$ cat config.mk
export PLATFORM = sky130hd
export DESIGN_NAME = fetch_unit
export DESIGN_NICKNAME = d
export VERILOG_FILES = /design/src/rtl/fetch_unit.sv
export SDC_FILE = /design/constraint.sdc
export NUM_CORES = 1
export LEC_CHECK = 0
export ABC_AREA = 1
export CAP_MARGIN = 0
export CORE_UTILIZATION = 25
export CTS_CLUSTER_SIZE = 28
export DETAILED_ROUTE_END_ITERATION = 7
export GPL_ROUTABILITY_DRIVEN = 0
export GPL_TIMING_DRIVEN = 0
export PLACE_DENSITY = 0.44
export SLEW_MARGIN = 30
export SYNTH_ARGS = -nofsm -noshare
export SYNTH_HDL_FRONTEND = slang
export SYNTH_SLANG_ARGS = --single-unit
$ cat constraint.sdc
create_clock -name clk -period 6.9 [get_ports clk]
set_input_delay 1.035 -clock clk [delete_from_list [all_inputs] [get_ports clk]]
set_output_delay 1.035 -clock clk [all_outputs]
set_load 0.03 [all_outputs]
$ cat src/rtl/fetch_unit.sv
// Instruction-fetch stage with IF/ID pipeline register for a five-stage MIPS pipeline.
// Single-outstanding imem handshake; redirects issued during an in-flight request are deferred.
module fetch_unit #(
  parameter logic [31:0] RESET_PC = 32'h0000_0000
) (
  input  logic        clk,
  input  logic        rst,
  input  logic        pcSrc,
  input  logic        jORb,
  input  logic        pcWrite,
  input  logic        ifidWrite,
  input  logic        ifidFlush,
  output logic        imem_req,
  output logic [31:0] imem_addr,
  input  logic        imem_ack,
  input  logic [31:0] imem_rdata,
  output logic [31:0] ID_INS,
  output logic [31:0] ID_PC4,
  output logic        ID_valid
);

  typedef enum logic {StFetch, StHold} state_e;

  state_e      r_state, w_state_nxt;
  logic [31:0] r_pc, w_pc_nxt;
  logic [31:0] r_hbuf, w_hbuf_nxt;
  logic        r_kill, w_kill_nxt;
  logic [31:0] r_ptgt, w_ptgt_nxt;
  logic [31:0] r_id_ins, w_id_ins_nxt;
  logic [31:0] r_id_pc4, w_id_pc4_nxt;
  logic        r_id_valid, w_id_valid_nxt;

  logic [31:0] w_pc4;
  logic [31:0] w_br_tgt;
  logic [31:0] w_j_tgt;
  logic [31:0] w_target;
  logic        w_adv;

  assign w_pc4    = r_pc + 32'd4;
  assign w_br_tgt = r_id_pc4 + {{14{r_id_ins[15]}}, r_id_ins[15:0], 2'b00};
  assign w_j_tgt  = {r_id_pc4[31:28], r_id_ins[25:0], 2'b00};
  assign w_target = jORb ? w_br_tgt : w_j_tgt;
  assign w_adv    = pcWrite & ifidWrite;

  // Request is forced low combinationally while reset is held.
  assign imem_req  = (r_state == StFetch) & rst;
  assign imem_addr = r_pc;
  assign ID_INS    = r_id_ins;
  assign ID_PC4    = r_id_pc4;
  assign ID_valid  = r_id_valid;

  always_comb begin
    w_state_nxt    = r_state;
    w_pc_nxt       = r_pc;
    w_hbuf_nxt     = r_hbuf;
    w_kill_nxt     = r_kill;
    w_ptgt_nxt     = r_ptgt;
    w_id_ins_nxt   = r_id_ins;
    w_id_pc4_nxt   = r_id_pc4;
    w_id_valid_nxt = r_id_valid;

    unique case (r_state)
      StFetch: begin
        if (imem_ack) begin
          if (r_kill || pcSrc) begin
            w_pc_nxt   = pcSrc ? w_target : r_ptgt;
            w_kill_nxt = 1'b0;
          end else if (ifidFlush) begin
            // Word dropped; PC held so the same address is refetched.
            w_pc_nxt = r_pc;
          end else if (w_adv) begin
            w_id_ins_nxt   = imem_rdata;
            w_id_pc4_nxt   = w_pc4;
            w_id_valid_nxt = 1'b1;
            w_pc_nxt       = w_pc4;
          end else begin
            w_hbuf_nxt  = imem_rdata;
            w_state_nxt = StHold;
          end
        end else if (pcSrc) begin
          // Address must stay stable for the in-flight request; apply target after its ack.
          w_kill_nxt = 1'b1;
          w_ptgt_nxt = w_target;
        end
      end
      StHold: begin
        if (pcSrc) begin
          w_pc_nxt    = w_target;
          w_state_nxt = StFetch;
        end else if (ifidFlush) begin
          w_state_nxt = StFetch;
        end else if (w_adv) begin
          w_id_ins_nxt   = r_hbuf;
          w_id_pc4_nxt   = w_pc4;
          w_id_valid_nxt = 1'b1;
          w_pc_nxt       = w_pc4;
          w_state_nxt    = StFetch;
        end
      end
      default: w_state_nxt = StFetch;
    endcase

    if (ifidFlush) begin
      w_id_ins_nxt   = 32'h0;
      w_id_valid_nxt = 1'b0;
    end
  end

  always_ff @(posedge clk or negedge rst) begin
    if (!rst) begin
      r_state    <= StFetch;
      r_pc       <= RESET_PC;
      r_hbuf     <= 32'h0;
      r_kill     <= 1'b0;
      r_ptgt     <= 32'h0;
      r_id_ins   <= 32'h0;
      r_id_pc4   <= 32'h0;
      r_id_valid <= 1'b0;
    end else begin
      r_state    <= w_state_nxt;
      r_pc       <= w_pc_nxt;
      r_hbuf     <= w_hbuf_nxt;
      r_kill     <= w_kill_nxt;
      r_ptgt     <= w_ptgt_nxt;
      r_id_ins   <= w_id_ins_nxt;
      r_id_pc4   <= w_id_pc4_nxt;
      r_id_valid <= w_id_valid_nxt;
    end
  end

endmodule

==> After elaboration in Yosys (flattened, before gate mapping) <==
Index checks and enable logic that the tools add are counted.
{ "classes": {"muxes": 36, "bitwise_logic": 7, "n_reduce_logical": 8, "eq_ne": 9, "add_sub_neg": 2} }
{ "ops": {"columns": ["cell", "count"], "rows": [
  ["two-way mux 32 bit", 18],
  ["one-hot mux 32 bit (2 select lines)", 3],
  ["adder 32 x 3 -> 32 bit, second input constant", 1],
  ["adder 32 bit", 1],
  ["two-way mux 1 bit", 13],
  ["!= test 3 bit, second input constant", 4],
  ["AND reduction 5 bit", 2],
  ["AND reduction 3 bit", 3],
  ["!= test 2 bit, second input constant", 3],
  ["inverter 1 bit", 5],
  ["one-hot mux 1 bit (2 select lines)", 2],
  ["!= test 3 x 2 -> 1 bit, second input constant", 1],
  ["AND 1 bit", 2],
  ["!= test 2 x 1 -> 1 bit, second input constant", 1],
  ["AND reduction 2 bit", 1],
  ["nonzero test 2 bit", 1],
  ["logical OR 1 bit", 1]
]} }
{ "totals": {"inputBits": 40, "elab_cells": 70, "ff_bits": 163} }

==> Longest topological paths before layout <==
{ "depth": {"depth_word": 6, "mapped_depth": 17, "mapped_depth_nobuf": 17} }

==> Worst setup path after synthesis <==
No wires, ideal clock.
{ "synth_path": {"path_kind": "input-to-output", "startpoint": "input rst", "endpoint": "output imem_req", "slack_ns": 4.408, "t_required_ns": 5.865, "path_stages": 2, "path_buffers": 0, "arrival_ns": 1.457, "cell_sequence": "inv_1 > nor2_1"} }
{ "synth_via": {"elab_chain_cells": 1} }
{ "synth_rtl": {"columns": ["element", "line", "source"], "rows": [
  ["from (decl)", "7", "input logic rst,"],
  ["AND 1 bit", "46", "assign imem_req = (r_state == StFetch) & rst;"],
  ["to (decl)", "13", "output logic imem_req,"]
]} }
Every way passes these cells.

==> Worst setup path in the final report <==
{ "layout_path": {"startpoint": "register r_id_ins[15], in the netlist ID_INS[15]", "endpoint": "register r_pc[18], in the netlist imem_addr[18]"} }
{ "layout_via": {"elab_chain_cells": 6, "word_cells_on_any_way": 7} }
{ "layout_rtl": {"columns": ["element", "line", "source"], "rows": [
  ["from (decl)", "29", "logic [31:0] r_id_ins, w_id_ins_nxt;"],
  ["from (signal assigned)", "125", "r_id_ins <= w_id_ins_nxt;"],
  ["adder 32 bit (*)", "40", "assign w_br_tgt = r_id_pc4 + {{14{r_id_ins[15]}}, r_id_ins[15:0], 2'b00};"],
  ["two-way mux 32 bit (*)", "42", "assign w_target = jORb ? w_br_tgt : w_j_tgt;"],
  ["two-way mux 32 bit", null, null],
  ["two-way mux 32 bit", "65", "if (r_kill || pcSrc) begin"],
  ["two-way mux 32 bit", "64", "if (imem_ack) begin"],
  ["one-hot mux 32 bit (2 select lines) (*)", "62", "unique case (r_state)"],
  ["to (signal assigned)", "121", "r_pc <= w_pc_nxt;"],
  ["to (decl)", "25", "logic [31:0] r_pc, w_pc_nxt;"]
]} }
Mark *: on every way between the ends. The rest lies on a longest branch, timed or not. The select of a mux whose other input is x is not followed.
A chain may end at the register's enable or synchronous reset.

==> results.md <==
- Top cell type's share of synthesized area: about 38%
- Fin Setup TNS: 0 ns
- Peak VDD IR: ~0.17 mV
- Core Footprint: around 0.042 sq mm
- HPWL Detailed: 36.5 mm
- Yosys top cell by area: dfrtp_1
- Core Util, Final: between 30% and 40%
- FF+latch area: between 0.004 and 0.005 sq mm
- Synthesis Warnings: 0
- Drt wl/cell: roughly 20 um
- RSZ-0062 raised after global routing: no
- FF-to-FF Start: ID_INS[15]
- Slew of the pin with the lowest slew margin: 1.00 ns
- R2R cell count: 12
- Die Wd: approximately 210 um
- Crit path top cell by count: nand2_1
- CP Launch Type: flip-flop
- Status: finished, final reports clean
- DRT antenna net count: 0
- Power, Total: a little under 4 mW
- Placement row count: 75
- TritonCTS clock tree: done
- Power Density: between 200 and 300 mW/mm^2
- Yosys cell types: 47
- Mapped Nets: ~1,600
- CP max FO: 17
- Post-synthesis register bit count: roughly 160
- Share of layout cells above drive strength 1: approximately 5.7%
- Reg2Reg Capture Point: imem_addr[18]
- Total GRT Usage: 21.3%
- Vias in the first global route: 10,849
- Min Tclk post-route: approximately 3.3 ns
- Clk slew on worst S/H paths: around 0.07 ns
- Largest net degree at the start of global routing: 74
- CTS H-tree lvls: 4
- Area post-placement: 0.0129 sq mm
- Commonest cells after routing, fill and taps aside: nand2_1, inv_1, dfrtp_1, nor2_1, clkdlybuf4s50_1
- Final period utilization: 48.0%
- Hold WC Path Type: input port to asynchronous set/reset pin
- Mapped Area: between 0.01 and 0.015 sq mm
- Max Cap Viol: 0
- Setup bufs post-CTS: 0
- Slew Limit Fails: 0
- Starting Density: about 26%
- Crit path DAT: roughly 3.6 ns
- Post-synthesis async set-or-reset flop share: between 90% and 100%
- DR vias: ~11,000
- Leak: approximately 6.6 nW
- Hold Fails Final Rpt: 0
- 1st-iter DRT viols: 786
- Final Setup Violations: 0
- CP Cell Sequence: ha_1 > nand2_1 > nor2_1 > nand2_1 > inv_1 > nand2_1 > nand3_1 > nand2_1 > o21ai_0 > o21ai_0 > nand2_1 > a21oi_2
- Syn Area/Cell: 6.87 sq um
- Ys flop type: dfrtp_1
- CP max stage delay: just over 0.9 ns
- First-pass GRT wire length: about 69 mm
- DRC: 0
- CP endpoint kind: flip-flop
- Clock buffer count from CTS: 17
- Die area: approximately 0.044 sq mm
- Multi-input gate area: between 0.005 and 0.006 sq mm
- Reg-to-reg slack, setup: 3.59 ns
- DR vias/cell: 4.80
- Post-CTS Resized: 0
- Top Ports: ~140
- Count of hold-fix buffers inserted at cts: 0
- IO Port Bufs: ~130
- Relative slew slack: 33.2%
- Initial antenna violation count: 1
- Post-layout instance area: about 0.014 sq mm
- Critical Path RT: 7.23 ns
- Commonest non-fill, non-tap cell in the layout: nand2_1
- Synth Instances: roughly 1,600
- Grt ovf: 0
- Drt pass-1 iters: 5
- Sequential share of the synthesized area: 37.7%
- Clk root buf: clkbuf_16
- Layout area overhead: 25.1%
- # fillers: approximately 4,600
- Clock Skew: approximately 0.013 ns
- CTS Buffer Depth: 2
- Hold slack: ~0.46 ns
- Final wirelength: between 40 and 50 mm
- CP Class: flip-flop to flip-flop
- Post-synth EDFFs: 0
- TritonCTS Sinks: between 150 and 200
- Synth top area cells: dfrtp_1, nand2_1, inv_1
- Crit-path slowest cell: dfrtp_1
- Max Freq: ~300 MHz
- NumNets Final: 1,801
- Die Y: 210 um
- Worst-Skew Late Latency: approximately 0.45 ns
==> how the worst max path moves through the flow <==
stage,start,to
CTS,r_state,imem_req
global route,ID_INS[15],imem_addr[18]
floorplan,rst,imem_req
detailed placement,pcWrite,ID_INS[28]
finish,ID_INS[15],imem_addr[18]
global placement,rst,ID_PC4[26]
==> routing by layer <==
layer | GRT usage, % | up-vias | share of wire [%]
li1 | - | 5375 | -
met1 | 28.3 | 5364 | 45
met2 | 34.6 | 339 | 47
met3 | 4.10 | 54 | 6.0
met4 | 6.72 | 0 | 2.4
met5 | 0 | - | 0
==> synth_stat cells (12+ instances only) <==
library cell / number
buf_2: 23
nor3_1: 15
inv_1: 246
nor2_1: 136
mux2_2: 15
a21oi_1: 88
clkbuf_1: 36
o2111ai_1: 14
xor2_1: 23
dfrtp_1: 163
o32ai_1: 12
nand4_1: 14
nand2_1: 468
o22ai_1: 29
o21ai_0: 114
ha_1: 30
nand3_1: 68
==> critical path, delay by kind of cell, from the launching register on <==
family	cells	cell delay, ns
buf+inv	1	0.07
fa+ha+maj	1	0.38
simple gates	7	0.80
flops	1	0.92
compound gates	3	1.01
==> power by group <==
group / switching [mW] / internal (mW) / leakage, nW
clock network: 0.465 / 0.560 / 0.292
logic: 0.950 / 0.533 / 4.21
registers: 0.217 / 1.15 / 2.05
total: 1.63 / 2.24 / 6.56
==> layout make-up <==
type / count / share of cell area (%)
repair buffers: 135 / 10.3
plain buffers: 67 / 2.12
well taps: 577 / 5.33
clock inverters: 12 / 1.11
flip-flops and latches: 163 / 30.1
diodes: 1 / 0.0185
multi-input cells: 1095 / 40.7
inverters: 251 / 6.95
clock buffers: 19 / 3.34
==> per-stage QoR <==
stage	cells	setup WS (ns)
6_report	2320	3.59
5_1_grt	2319	3.33
4_1_cts	2319	3.57
3_5_place_dp	2288	3.38
3_3_place_gp	2286	-2.72
2_1_floorplan	1576	4.41
==> sequential cells by signal (all words and copies together), names as in the netlist <==
name,cells
ID_INS,32
ID_PC4,32
imem_addr,32
r_hbuf,32
r_ptgt,32
ID_valid,1
r_kill,1
r_state,1
==> logic make-up (layout without fill, tap and decap cells) <==
kind of cell | after synthesis | in the layout | share of synthesized area, %
simple gates | 726 | 726 | 27.7
buf+inv | 318 | 484 | 11.4
compound gates | 290 | 290 | 15.4
flops | 163 | 163 | 37.7
xor+xnor | 33 | 33 | 2.67
fa+ha+maj | 31 | 31 | 3.65
mux | 15 | 15 | 1.56
other cells | 0 | 1 | 0
(Power assumes the default switching activity.)
